File: src/rtl/alu_sched_pkg.sv
// alu_sched_pkg: shared widths, latency and opcode encodings for the ALU scheduler
package alu_sched_pkg;
  localparam int DATA_W = 8;
  localparam int OP_W = 3;
  localparam int ALU_LATENCY = 4;
  localparam logic [OP_W-1:0] OP_ADD = 3'd0;
  localparam logic [OP_W-1:0] OP_SUB = 3'd1;
  localparam logic [OP_W-1:0] OP_AND = 3'd2;
  localparam logic [OP_W-1:0] OP_OR  = 3'd3;
  localparam logic [OP_W-1:0] OP_XOR = 3'd4;
  localparam logic [OP_W-1:0] OP_NOT = 3'd5;
  localparam logic [OP_W-1:0] OP_SHL = 3'd6;
  localparam logic [OP_W-1:0] OP_SHR = 3'd7;
  typedef struct packed {
    logic [OP_W-1:0]   op;
    logic [DATA_W-1:0] a;
    logic [DATA_W-1:0] b;
  } alu_req_t;
endpackage

File: src/rtl/rr_arbiter.sv
// rr_arbiter: round-robin grant search starting at a pointer that moves past each winner
module rr_arbiter #(
  parameter int NUM_REQ = 4,
  parameter int ID_W = $clog2(NUM_REQ)
) (
  input  logic               clk,
  input  logic               reset,
  input  logic               en,
  input  logic [NUM_REQ-1:0] req,
  output logic [NUM_REQ-1:0] gnt,
  output logic [ID_W-1:0]    gnt_idx,
  output logic               gnt_valid
);
  logic [ID_W-1:0] ptr;
  logic            hit;
  always_comb begin
    hit = 1'b0;
    gnt_idx = '0;
    for (int k = NUM_REQ - 1; k >= 0; k--) begin
      if (req[(int'(ptr) + k) % NUM_REQ]) begin
        hit = 1'b1;
        gnt_idx = ID_W'((int'(ptr) + k) % NUM_REQ);
      end
    end
    gnt_valid = hit & en & ~reset;
    gnt = gnt_valid ? NUM_REQ'(1) << gnt_idx : '0;
  end
  always_ff @(posedge clk or posedge reset)
    if (reset) ptr <= '0;
    else if (gnt_valid) ptr <= (gnt_idx == ID_W'(NUM_REQ - 1)) ? '0 : gnt_idx + 1'b1;
endmodule

File: src/rtl/alu_rr_scheduler.sv
// alu_rr_scheduler: shares one pipelined ALU among requesters and returns results tagged by requester
module alu_rr_scheduler
  import alu_sched_pkg::*;
#(
  parameter int NUM_REQ = 4,
  parameter int ALU_LATENCY = alu_sched_pkg::ALU_LATENCY,
  parameter int ID_W = $clog2(NUM_REQ)
) (
  input  logic                      clk,
  input  logic                      reset,
  input  logic                      en,
  input  logic [NUM_REQ-1:0]        req_valid,
  output logic [NUM_REQ-1:0]        req_ready,
  input  logic [OP_W*NUM_REQ-1:0]   req_op,
  input  logic [DATA_W*NUM_REQ-1:0] req_a,
  input  logic [DATA_W*NUM_REQ-1:0] req_b,
  output logic [OP_W-1:0]           alu_op,
  output logic [DATA_W-1:0]         alu_a,
  output logic [DATA_W-1:0]         alu_b,
  input  logic [DATA_W-1:0]         alu_result,
  output logic                      resp_valid,
  output logic [ID_W-1:0]           resp_id,
  output logic [DATA_W-1:0]         resp_data,
  output logic [2:0]                inflight
);
  logic [ID_W-1:0]                  gnt_idx;
  logic                             gnt_valid;
  alu_req_t                         iss;
  logic                             iss_v;
  logic [ID_W-1:0]                  iss_id;
  logic [ALU_LATENCY-1:0]           tag_v;
  logic [ALU_LATENCY-1:0][ID_W-1:0] tag_id;
  rr_arbiter #(.NUM_REQ(NUM_REQ), .ID_W(ID_W)) u_arb (
    .clk       (clk),
    .reset     (reset),
    .en        (en),
    .req       (req_valid),
    .gnt       (req_ready),
    .gnt_idx   (gnt_idx),
    .gnt_valid (gnt_valid)
  );
  // tag stages mirror the ALU stages so the last one lines up with alu_result
  always_ff @(posedge clk or posedge reset)
    if (reset) begin
      iss <= '0;
      iss_v <= 1'b0;
      iss_id <= '0;
      tag_v <= '0;
      tag_id <= '0;
      inflight <= '0;
    end else begin
      iss <= gnt_valid ? alu_req_t'{op: req_op[OP_W*gnt_idx +: OP_W],
                                    a:  req_a[DATA_W*gnt_idx +: DATA_W],
                                    b:  req_b[DATA_W*gnt_idx +: DATA_W]} : '0;
      iss_v <= gnt_valid;
      iss_id <= gnt_valid ? gnt_idx : '0;
      tag_v <= {tag_v[ALU_LATENCY-2:0], iss_v};
      tag_id <= {tag_id[ALU_LATENCY-2:0], iss_id};
      inflight <= inflight + {2'b0, gnt_valid} - {2'b0, resp_valid};
    end
  assign alu_op = iss.op;
  assign alu_a = iss.a;
  assign alu_b = iss.b;
  assign resp_valid = tag_v[ALU_LATENCY-1];
  assign resp_id = tag_id[ALU_LATENCY-1];
  assign resp_data = resp_valid ? alu_result : '0;
endmodule

File: config.mk
export PLATFORM = sky130hd
export DESIGN_NAME = alu_rr_scheduler
export DESIGN_NICKNAME = d
export VERILOG_FILES = /design/src/rtl/alu_sched_pkg.sv /design/src/rtl/rr_arbiter.sv /design/src/rtl/alu_rr_scheduler.sv
export SDC_FILE = /design/constraint.sdc
export NUM_CORES = 1
export LEC_CHECK = 0
export CORE_AREA = 2 2 74 76
export DETAILED_ROUTE_END_ITERATION = 6
export DIE_AREA = 0 0 76 78
export PLACE_DENSITY = 0.94
export SLEW_MARGIN = 5
export SYNTH_ARGS = -nofsm -noshare
export SYNTH_HDL_FRONTEND = slang
export SYNTH_SLANG_ARGS = --single-unit
File: constraint.sdc
create_clock -name clk -period 9.9 [get_ports clk]
set_clock_uncertainty 0.05 [all_clocks]
set_input_delay 2.97 -clock clk [delete_from_list [all_inputs] [get_ports clk]]
set_output_delay 2.97 -clock clk [all_outputs]
set_load 0.01 [all_outputs]
# After elaboration in Yosys (flattened, before gate mapping)
# Index checks and enable logic that the tools add are counted.
totals:
  regBits: 39
  out_inout_bits: 37
  wordCells: 61
op_classes:
  n_addsub: 6
  n_mul: 1
  magnitude_cmp: 4
  n_eq_ne: 1
  shifts: 4
  mux: 24
  bitwise_logic: 6
  reduce_logical: 3
op_table:
  columns: ["cell", "n"]
  rows:
  - ["indexed part select 32 x 6 -> 8 bit", 2]
  - ["two-way mux 19 bit", 1]
  - ["< comparator 3 x 4 -> 1 bit, second input constant", 3]
  - ["two-way mux 2 bit", 6]
  - ["indexed part select 12 x 5 -> 3 bit", 1]
  - ["two-way mux 1 bit", 11]
  - ["binary-select mux 1 bit (select 2 bit)", 4]
  - ["two-way mux 8 bit", 1]
  - ["OR reduction 2 bit", 3]
  - ["adder 2 x 1 -> 2 bit, second input constant", 2]
  - ["adder 2 bit, second input constant", 2]
  - ["multiplier 2 x 2 -> 4 bit, first input constant", 1]
  - ["two-way mux 4 bit", 1]
  - ["<< shifter 1 x 2 -> 4 bit, first input constant", 1]
  - ["adder 3 x 1 -> 3 bit", 1]
  - ["AND 1 bit, first input constant", 3]
  - ["< comparator 2 x 3 -> 1 bit, second input constant", 1]
  - ["subtractor 3 x 1 -> 3 bit", 1]
  - ["AND 1 bit", 2]
  - ["equality test 2 bit, second input constant", 1]
  - ["NOT 1 bit", 1]

# Depth between registers and ports, before layout
# Gate-level depths: netlist of the first run.
depth:
  ltp_word: 14
  ltp_mapped: 9
  depth_no_buf: 8

# By module
# A second synthesis of the first run with hierarchy kept.
unflattened:
  cells_unflattened: 158
  hier_area_um2: 1898.1
modules_own_cells:
  columns: ["mod", "n_inst", "cells_per_inst", "area_per_inst_um2", "seq_area_each_um2"]
  rows:
  - ["alu_rr_scheduler", 1, 127, 1675.4, 925.9]
  - ["rr_arbiter", 1, 31, 222.7, 50.0]

# Worst setup path before layout of the first run
# No wires, ideal clock.
synth_path:
  path_kind: "in2out"
  start: "input reset"
  end: "output req_ready[0]"
  arrival_time_ps: 4392
  required_time_ps: 6880
  path_slack_ps: 2488
  cell_stages: 4
  path_buffers: 1
  cell_sequence: "inv_1 -> and3_1 -> buf_6 -> and2_2"
synth_between:
  elab_chain_cells: 3
synth_lines:
  columns: ["item", "line", "text"]
  rows:
  - ["from (decl)", "alu_rr_scheduler.sv:10", "input logic reset,"]
  - ["NOT 1 bit", "rr_arbiter.sv:25", "gnt_valid = hit & en & ~reset;"]
  - ["AND 1 bit", "rr_arbiter.sv:25", null]
  - ["via gnt_valid", "alu_rr_scheduler.sv:27", "logic gnt_valid;"]
  - ["two-way mux 4 bit", "rr_arbiter.sv:26", "gnt = gnt_valid ? NUM_REQ'(1) << gnt_idx : '0;"]
  - ["to (decl)", "alu_rr_scheduler.sv:13", "output logic [NUM_REQ-1:0] req_ready,"]
# The timed path passes the listed nets, and every way through them passes these cells.

# Worst setup path in the final report of the first run
layout_path:
  start: "input req_valid[3]"
  end: "output req_ready[2]"
layout_between:
  elab_chain_cells: 10
  word_cells_on_any_way: 23
  classes_between: "1 x shift; 20 x mux; 2 x bitwise"
layout_lines:
  columns: ["item", "line", "text"]
  rows:
  - ["from (decl)", "alu_rr_scheduler.sv:12", "input logic [NUM_REQ-1:0] req_valid,"]
  - ["binary-select mux 1 bit (select 2 bit)", "rr_arbiter.sv:20", "if (req[(int'(ptr) + k) % NUM_REQ]) begin"]
  - ["two-way mux 1 bit (implied by the code) (2 in series)", "rr_arbiter.sv:20", null]
  - ["two-way mux 1 bit (4 in series)", "rr_arbiter.sv:20", null]
  - ["AND 1 bit (2 in series)", "rr_arbiter.sv:25", null]
  - ["two-way mux 4 bit *", "rr_arbiter.sv:26", null]
# Mark *: on every way between the ends. The rest lies on a longest branch, timed or not. The select of a mux whose other input is x is not followed.

==> impl_metrics.py, run 1 <==
metrics = {
    "final_layout": {
        "final_area_mm2": 0.003351,
        "layout-drive-gt1-share_pct": 7.857,
        "n_antenna_cell": 0,
        "seq_area_um2": 975.9,
        "multi_input_comb_area_um2": 852.1,
        "finish.utilization_pct": 66.45,
        "synthToLayoutAreaGrowth_pct": 73.22,
        "final_cell_mix": "clkdlybuf4s50_1 (127), mux2i_1 (39), dfrtp_1 (39)",
        "nets": 377,
        "final_cells": 350,
        "nFillCells": 393,
        "layout_commonest_cell": "clkdlybuf4s50_1",
    },
    "pwr": {
        "ir_worst_vdd_mv": 0.1540,
        "power_mw": 0.5600,
        "p_per_area_mw_per_mm2": 167.1,
        "power.leakage_nw": 1.501,
    },
    "die": {
        "core_area_mm2": 0.005042,
        "die_area_mm2": 0.005928,
        "ioPinCount": 128,
        "die_x_um": 76,
        "num_rows": 26,
        "start_util_pct": 38.36,
        "die_h_um": 78,
    },
    "critical_path": {
        "crit_fanout": 9,
        "cp.required_ps": 6880,
        "critPathArrivalTime_ps": 5020,
        "crit_path_frequent_cell": "clkdlybuf4s50_1",
        "critPathKind": "primary input to output pin",
        "path_delay_family": "simple AND/OR/NAND/NOR gates",
        "endpoint_kind": "output pin",
        "slowest_stage": "or4_1",
        "path_buf_inv": 2,
        "crit_chain": "clkdlybuf4s50_1 -> or4_1 -> and3_1 -> and2_2 -> clkdlybuf4s50_1",
        "cpPeakStageDelay_ps": 540,
        "ff2ff_setup_slack_ps": 7790,
        "cp-start-kind": "primary input",
    },
    "yosys": {
        "synthTopCellsByArea": "dfrtp_1 (50%), mux2i_1 (20%), o22ai_1 (5.8%)",
        "postSynthAreaPerCell_um2": 12.64,
        "netlist.area_leader.share_pct": 50.45,
        "synth_largest_area_cell": "dfrtp_1",
        "yosys_warnings": 0,
        "synth.distinct_cells": 29,
        "synth-seq-area-share_pct": 50.45,
        "ys_ff_latch": 39,
        "syn_area_mm2": 0.001934,
        "synth_nets": 251,
        "synthCells": 153,
    },
    "sta": {
        "tns_ps": 0,
        "max_freq_mhz": 124.4,
        "slew_headroom_pct": 58.53,
        "setup_ws_ps": 1858,
        "setup_violations": 0,
        "rsz0062_at_grt": "no",
        "slew_viol_final": 0,
        "period_minus_slack_ps": 8042,
        "hold_ws_ps": 301.1,
        "hold_violations": 0,
        "period_share_pct": 81.23,
        "tightestPinTransition_ps": 622.0,
    },
    "place": {
        "dp_slack_ps": 1864,
        "dpl.cell_count": 342,
        "dpl_cell_area_mm2": 0.003236,
        "hpwl_mm": 3.907,
        "io_buffers": 127,
        "finalWeightedCongestion": 0.7252,
    },
    "global_routing": {
        "gr-usage-all-layers_pct": 18.12,
        "overflow": 0,
        "grt_pass1_wl_mm": 8.418,
        "grt_pass1_vias": 1682,
        "antenna_found_initial": 0,
        "grt_max_degree": 40,
    },
    "clock_network": {
        "cts_made_buffers": 5,
        "clock_latency_ps": 290,
        "clkTransAtPathRegs_ps": 80,
        "cts_resized": 0,
        "cts_max_level": 2,
        "root_buffer": "clkbuf_8",
        "clkSinkCount": 39,
        "cts_tree": "built",
        "cts_hold_buf": 0,
        "post_cts_buffers": 0,
        "clockBufferDepth": 2,
    },
    "hold_path": {
        "min_path_type": "flop to flop",
    },
    "run_status": {
        "status": "finished, final reports clean",
    },
    "drt": {
        "vias_per_cell": 4.754,
        "wl_mm": 5.146,
        "dr_total_vias": 1664,
        "drt_iter0_markers": 79,
        "drcViolationCount": 0,
        "dr.pass1.iters": 4,
        "ant_nets": 0,
        "wl_per_cell_um": 14.70,
    },
    "flow_run": {
        "maxCapViolCount": 0,
    },
}
-- cell families (layout without fill, tap and decap cells) --
| logic type | count (synthesis) | after routing | synth area share [%] |
|---|---|---|---|
| muxes | 40 | 40 | 20.96 |
| DFF | 39 | 39 | 50.45 |
| AOI/OAI and AO/OA | 24 | 24 | 8.602 |
| and+or+nand+nor | 22 | 22 | 8.086 |
| buffers and inverters | 19 | 146 | 6.080 |
| adders and majority gates | 7 | 7 | 4.916 |
| xor gates and xnor gates | 2 | 2 | 0.9057 |
-- final cells by class --
class                           count  share of cell area [%]
Clock inverter                      3                   1.382
Clock buffer                        5                   2.054
Multi-Input combinational cell     95                   25.43
Sequential cell                    39                   29.13
Timing Repair Buffer              129                   38.39
Tap cell                           70                   2.614
Inverter                            9                   1.008
-- registers in the layout (all words and copies together) (netlist names) --
name and flops:
iss_v 1, alu_a 8, iss_id 2, alu_b 8, tag_id 6, resp_id 2, inflight 3, alu_op 3
u_arb.ptr 2, tag_v 4
-- worst register-to-register path, stage by stage (launching register included) --
cell,delay (ps)
dfrtp_1,390
inv_1,90
a21oi_1,260
a2bb2oi_4,210
buf_4,530
mux2i_1,320
o22ai_1,120
-- power by group --
part / switching, mW / internal (mW)
Clock: 0.0569 / 0.0759
Combinational: 0.0962 / 0.131
Sequential: 0.0144 / 0.185
-- routing by layer --
layer	up-vias	part of all wire [%]	GRT usage, %
li1	787	-	-
met4	0	0.33	3.818
met2	100	49	31.16
met5	-	0	0
met3	2	11	8.721
met1	775	40	20.61
-- Yosys cell counts --
master     instances
dfrtp_1           39
fa_1               1
nor3_4             1
nand2_4            1
and2_2             4
nand2_2            1
a21oi_1            3
nor2_1             1
inv_1              8
nand2_1            1
o22ai_1           18
buf_2              4
ha_1               6
xnor2_1            1
mux2i_1           39
and2_1             9
xor2_1             1
inv_2              1
a2bb2oi_2          1
nor3b_1            1
buf_8              1
or4_1              1
mux2_4             1
buf_6              3
and3_1             1
buf_4              2
a21boi_2           1
o22ai_2            1
nand3b_1           1
-- final timing paths --
path                                          start  cells past startpoint            endpoint
hold / removal                   tag_v[2]$_DFF_PP0_                      0  tag_v[3]$_DFF_PP0_
min in group asynchronous                     reset                      3  tag_v[0]$_DFF_PP0_
max in group asynchronous                     reset                      3  alu_a[6]$_DFF_PP0_
hold reg to reg                  tag_v[2]$_DFF_PP0_                      0  tag_v[3]$_DFF_PP0_
setup / recovery                       req_valid[3]                      5        req_ready[2]
setup reg to reg           u_arb.ptr[0]$_DFFE_PP0P_                      6  alu_b[5]$_DFF_PP0_
No activity file was read; power rests on OpenSTA's default activity.
==> run 2: changes to the inputs <==
CORE_AREA = 2 2 81 83   (was 2 2 74 76)
DIE_AREA = 0 0 83 85   (was 0 0 76 78)
PLACE_DENSITY = 0.85   (was 0.94)
clock period = 7 ns   (was 9.9 ns; I/O delays follow)
==> run 2 against run 1 <==
Clock power is 46% higher; largest power group unchanged; register-to-register slack worse by 3000 ps; global-route usage is 3.6 points lower; critical endpoint is now req_ready[3]; wire length is 1.8% lower; total power is 43% higher; sequential power is 41% higher; via count is 1.0% higher.
==> impl_metrics.py, run 2 (synthesis results as in run 1) <==
metrics = {
    "pwr": {
        "p_per_area_mw_per_mm2": 237.1,
        "ir_worst_vdd_mv": 0.1235,
        "power_mw": 0.7987,
        "power.leakage_nw": 1.512,
    },
    "sta": {
        "slew_viol_final": 0,
        "hold_violations": 0,
        "setup_ws_ps": 719.7,
        "rsz0062_at_grt": "no",
        "setup_violations": 0,
        "period_share_pct": 89.72,
        "hold_ws_ps": 303.5,
        "period_minus_slack_ps": 6280,
        "slew_headroom_pct": 67.01,
        "tns_ps": 0,
        "tightestPinTransition_ps": 494.9,
        "max_freq_mhz": 159.2,
    },
    "critical_path": {
        "r2r-start": "u_arb.ptr[0]$_DFFE_PP0P_",
        "critPathArrivalTime_ps": 4130,
        "critPathKind": "primary input to output pin",
        "rr_worst_depth": 7,
        "endpoint_kind": "output pin",
        "ff2ff_setup_slack_ps": 4800,
        "cp.required_ps": 4850,
        "cp-start-kind": "primary input",
        "crit_fanout": 13,
        "worstReg2RegEnd": "alu_a[3]$_DFF_PP0_",
    },
    "clock_network": {
        "post_cts_buffers": 0,
        "root_buffer": "clkbuf_8",
        "clock_latency_ps": 290,
        "cts_resized": 0,
        "cts_tree": "built",
        "cts_hold_buf": 0,
        "cts_max_level": 2,
        "cts_made_buffers": 5,
        "clkTransAtPathRegs_ps": 90,
        "clkSinkCount": 39,
        "clockBufferDepth": 2,
    },
    "die": {
        "die_area_mm2": 0.007055,
        "die_h_um": 85,
        "core_area_mm2": 0.006205,
        "start_util_pct": 31.18,
        "die_x_um": 83,
        "num_rows": 29,
        "ioPinCount": 128,
    },
    "hold_path": {
        "min_path_type": "flop to flop",
        "min_from": "tag_id[2]$_DFF_PP0_",
        "min_path_cells": 0,
        "min_to": "tag_id[4]$_DFF_PP0_",
    },
    "drt": {
        "wl_mm": 5.053,
        "dr_total_vias": 1681,
        "dr.pass1.iters": 2,
        "drt_iter0_markers": 49,
        "drcViolationCount": 0,
        "wl_per_cell_um": 14.11,
        "ant_nets": 0,
        "vias_per_cell": 4.696,
    },
    "run_status": {
        "status": "finished, final reports clean",
    },
    "place": {
        "hpwl_mm": 3.920,
        "finalWeightedCongestion": 0.7733,
        "io_buffers": 127,
        "dp_slack_ps": 719.0,
    },
    "final_layout": {
        "nets": 378,
        "layout-drive-gt1-share_pct": 8.541,
        "synthToLayoutAreaGrowth_pct": 74.13,
        "layout_commonest_cell": "clkdlybuf4s50_1",
        "n_antenna_cell": 0,
        "final_cell_mix": "clkdlybuf4s50_1 (127), mux2i_1 (39), dfrtp_1 (39)",
    },
    "flow_run": {
        "maxCapViolCount": 0,
    },
    "global_routing": {
        "grt_pass1_wl_mm": 8.114,
        "gr-usage-all-layers_pct": 14.52,
        "antenna_found_initial": 0,
        "grt_max_degree": 40,
        "grt_pass1_vias": 1754,
        "overflow": 0,
    },
}
run 2: power by group:
part,internal (mW),switching (mW)
sequential,0.262,0.0200
combinational,0.188,0.135
clock,0.108,0.0861
total,0.558,0.241
run 2: through the flow:
stage	area, um2	utilization (%)	instances
6_report	3368	54.29	358
5_1_grt	3368	54.29	358
4_1_cts	3368	54.29	358
3_5_place_dp	3252	52.41	350
3_3_place_gp	3252	52.41	350
2_1_floorplan	1934	-	153
run 2: worst max-delay path, stage by stage:
cell             delay (ps)
clkdlybuf4s50_1         450
a21oi_1                 300
a2bb2oi_4               170
buf_4                   250
ha_1                    190
and2_2                  140
clkdlybuf4s50_1         540
run 2: worst max path at each step:
stage,startpoint,to,slack [ps]
floorplan,reset,req_ready[0],1330
global route,req_valid[0],req_ready[3],610
CTS,req_valid[0],req_ready[3],710
global placement,req_valid[2],req_ready[2],770
detailed placement,req_valid[0],req_ready[3],720
finish,req_valid[0],req_ready[3],720
run 2: final cells by class:
cell class,count,area [um2]
fill,558,2836
timing repair buffer,130,1294
sequential,39,975.9
multi-input combinational,95,852.1
tap,77,96.34
clock buffer,5,68.82
clock inverter,3,47.55
inverter,9,33.78
run 2: routing by layer:
| metal | wire length (um) | up-vias | GRT usage [%] | share of wire, % |
|---|---|---|---|---|
| met1 | 2002 | 779 | 15.72 | 40 |
| li1 | - | 794 | - | - |
| met5 | 0 | - | 0 | 0 |
| met2 | 2473 | 102 | 25.59 | 49 |
| met4 | 72 | 0 | 4.918 | 1.4 |
| met3 | 504 | 6 | 6.226 | 10 |
==> run 3: changes to the inputs <==
CORE_AREA = 2 2 77 79   (was 2 2 81 83)
DIE_AREA = 0 0 79 81   (was 0 0 83 85)
PLACE_DENSITY = 0.88   (was 0.85)
SYNTH_HIERARCHICAL = 1   (was default)
clock period = 7.8 ns   (was 7 ns; I/O delays follow)
==> run 3 against run 2 <==
Critical endpoint is now req_ready[0]; design area decreased by 2.4%; sequential cell count unchanged; first-iteration DRC count decreased by 14%; largest cell class unchanged; utilization increased by 3.6 points.
==> impl_metrics.py, run 3 <==
metrics = {
    "global_routing": {
        "grt_max_degree": 41,
        "overflow": 0,
        "grt_pass1_vias": 1651,
        "gr-usage-all-layers_pct": 15.21,
        "antenna_found_initial": 0,
        "grt_pass1_wl_mm": 7.424,
    },
    "yosys": {
        "synthTopCellsByCount": "dfrtp_1 (39), mux2i_1 (38), o22ai_1 (19)",
        "synth-seq-area-share_pct": 51.42,
        "synthCells": 158,
        "synth.distinct_cells": 29,
        "synth_nets": 252,
        "synthFlopType": "dfrtp_1",
        "synth_largest_area_cell": "dfrtp_1",
        "syn_area_mm2": 0.001898,
        "netlist.area_leader.share_pct": 51.42,
        "synth.most_common_cell": "dfrtp_1",
        "synthTopCellsByArea": "dfrtp_1 (51%), mux2i_1 (20%), o22ai_1 (6.3%)",
        "ys_async_sr_fraction_pct": 100.0,
        "postSynthAreaPerCell_um2": 12.01,
        "yosys_warnings": 6,
        "ys_ff_latch": 39,
        "synth_edf_count": 0,
    },
    "final_layout": {
        "multi_input_comb_area_um2": 763.2,
        "layout_commonest_cell": "clkdlybuf4s50_1",
        "seq_area_um2": 975.9,
        "nFillCells": 512,
        "final_cells": 358,
        "nets": 376,
        "layout-drive-gt1-share_pct": 5.300,
        "synthToLayoutAreaGrowth_pct": 73.17,
        "final_cell_mix": "clkdlybuf4s50_1 (127), dfrtp_1 (39), mux2i_1 (38)",
        "n_antenna_cell": 0,
    },
    "clock_network": {
        "root_buffer": "clkbuf_8",
        "cts_resized": 0,
        "clkSinkCount": 39,
        "post_cts_buffers": 0,
        "clockBufferDepth": 2,
        "cts_tree": "built",
        "cts_hold_buf": 0,
        "cts_made_buffers": 5,
        "clock_latency_ps": 290,
        "cts_max_level": 2,
        "clkTransAtPathRegs_ps": 70,
    },
    "drt": {
        "drcViolationCount": 0,
        "dr_total_vias": 1669,
        "ant_nets": 0,
        "dr.pass1.iters": 4,
        "drt_iter0_markers": 42,
        "wl_per_cell_um": 13.33,
        "wl_mm": 4.773,
        "vias_per_cell": 4.662,
    },
    "pwr": {
        "ir_worst_vdd_mv": 0.1332,
        "p_int_mw": 0.4902,
        "pwr-share-comb_pct": 38.3,
        "switching_share_pct": 28.57,
        "power.leakage_nw": 1.497,
        "p_per_area_mw_per_mm2": 208.8,
        "p_switching_mw": 0.1961,
        "seqPwrFrac_pct": 36.5,
        "clock_power_share_pct": 25.2,
    },
    "sta": {
        "hold_violations": 0,
        "setup_violations": 0,
        "tightestPinTransition_ps": 832.0,
        "period_share_pct": 85.59,
        "slew_headroom_pct": 44.53,
        "max_freq_mhz": 149.8,
        "tns_ps": 0,
        "period_minus_slack_ps": 6676,
        "rsz0062_at_grt": "no",
        "slew_viol_final": 0,
        "setup_ws_ps": 1124,
    },
    "critical_path": {
        "crit_fanout": 9,
        "cp.required_ps": 5410,
        "cp-start-kind": "primary input",
        "ff2ff_setup_slack_ps": 5670,
        "critPathKind": "primary input to output pin",
        "critPathArrivalTime_ps": 4290,
        "endpoint_kind": "output pin",
    },
    "run_status": {
        "status": "finished, final reports clean",
    },
    "die": {
        "die_area_mm2": 0.006399,
        "die_x_um": 79,
        "start_util_pct": 33.44,
        "die_h_um": 81,
        "ioPinCount": 128,
        "num_rows": 28,
        "core_area_mm2": 0.005675,
    },
    "place": {
        "io_buffers": 127,
        "dp_slack_ps": 1112,
        "hpwl_mm": 3.677,
        "finalWeightedCongestion": 0.7773,
        "dpl.cell_count": 350,
    },
    "flow_run": {
        "maxCapViolCount": 0,
    },
    "hold_path": {
        "min_path_type": "flop to flop",
    },
}
-- run 3: kinds of logic (layout without fill, tap and decap cells) --
group | after synthesis | after routing | synth area share [%]
flops | 39 | 39 | 51.42
buf+inv | 24 | 149 | 8.438
xor+xnor | 3 | 3 | 1.385
compound gates | 27 | 27 | 9.229
mux | 38 | 38 | 20.04
fa+ha+maj | 3 | 3 | 2.373
simple gates | 24 | 24 | 7.120
-- run 3: metal layers --
| layer | track usage [%] | vias up | part of all wire (%) | wire length [um] |
|---|---|---|---|---|
| met4 | 4.138 | 0 | 1.1 | 53 |
| li1 | - | 794 | - | - |
| met3 | 7.778 | 6 | 13 | 603 |
| met2 | 26.53 | 88 | 49 | 2345 |
| met1 | 16.34 | 781 | 37 | 1770 |
| met5 | 0 | - | 0 | 0 |
-- run 3: layout make-up --
class / count / area share [%]
Clock inverter: 2 / 1.066
Multi-Input combinational cell: 95 / 23.22
Sequential cell: 39 / 29.69
Clock buffer: 6 / 2.512
Timing Repair Buffer: 129 / 39.13
Inverter: 12 / 1.523
Tap cell: 75 / 2.855
-- run 3: path summary, 6_finish.rpt --
check / cells past startpoint / from / endpoint
min reg2reg: 0 / iss_id[0]$_DFF_PP0_ / tag_id[0]$_DFF_PP0_
min: 0 / iss_id[0]$_DFF_PP0_ / tag_id[0]$_DFF_PP0_
max in group asynchronous: 3 / reset / alu_b[3]$_DFF_PP0_
max reg2reg: 6 / u_arb/ptr[0]$_DFFE_PP0P_ / alu_b[7]$_DFF_PP0_
max: 6 / req_valid[0] / req_ready[0]
min in group asynchronous: 2 / reset / u_arb/ptr[1]$_DFFE_PP0P_
-- run 3: power groups by stage --
stage / Combinational, mW / Sequential, mW / Clock [mW]
3_3_place_gp: 0.261 / 0.253 / 0
4_1_cts: 0.267 / 0.251 / 0.178
2_1_floorplan: 0.152 / 0.265 / 0
6_report: 0.263 / 0.251 / 0.173
3_5_place_dp: 0.266 / 0.256 / 0
5_1_grt: 0.287 / 0.256 / 0.189
-- run 3: per-stage QoR --
step                      util, %  hold WS [ps]  instance area (um2)  power [mW]
after floorplan                 -         281.2                 1898      0.4167
after global placement      55.84         281.4                 3169      0.5140
after detailed placement    55.84         284.7                 3169      0.5219
after CTS                   57.91         302.6                 3287      0.6967
after global routing        57.91         315.5                 3287      0.7321
final                       57.91         301.2                 3287      0.6863
-- run 3: worst max-delay path: stages --
cell and delay, ps:
clkdlybuf4s50_1 470, or4_1 500, and3_1 320, nand2_1 130
nor2_1 40, clkdlybuf4s50_1 480
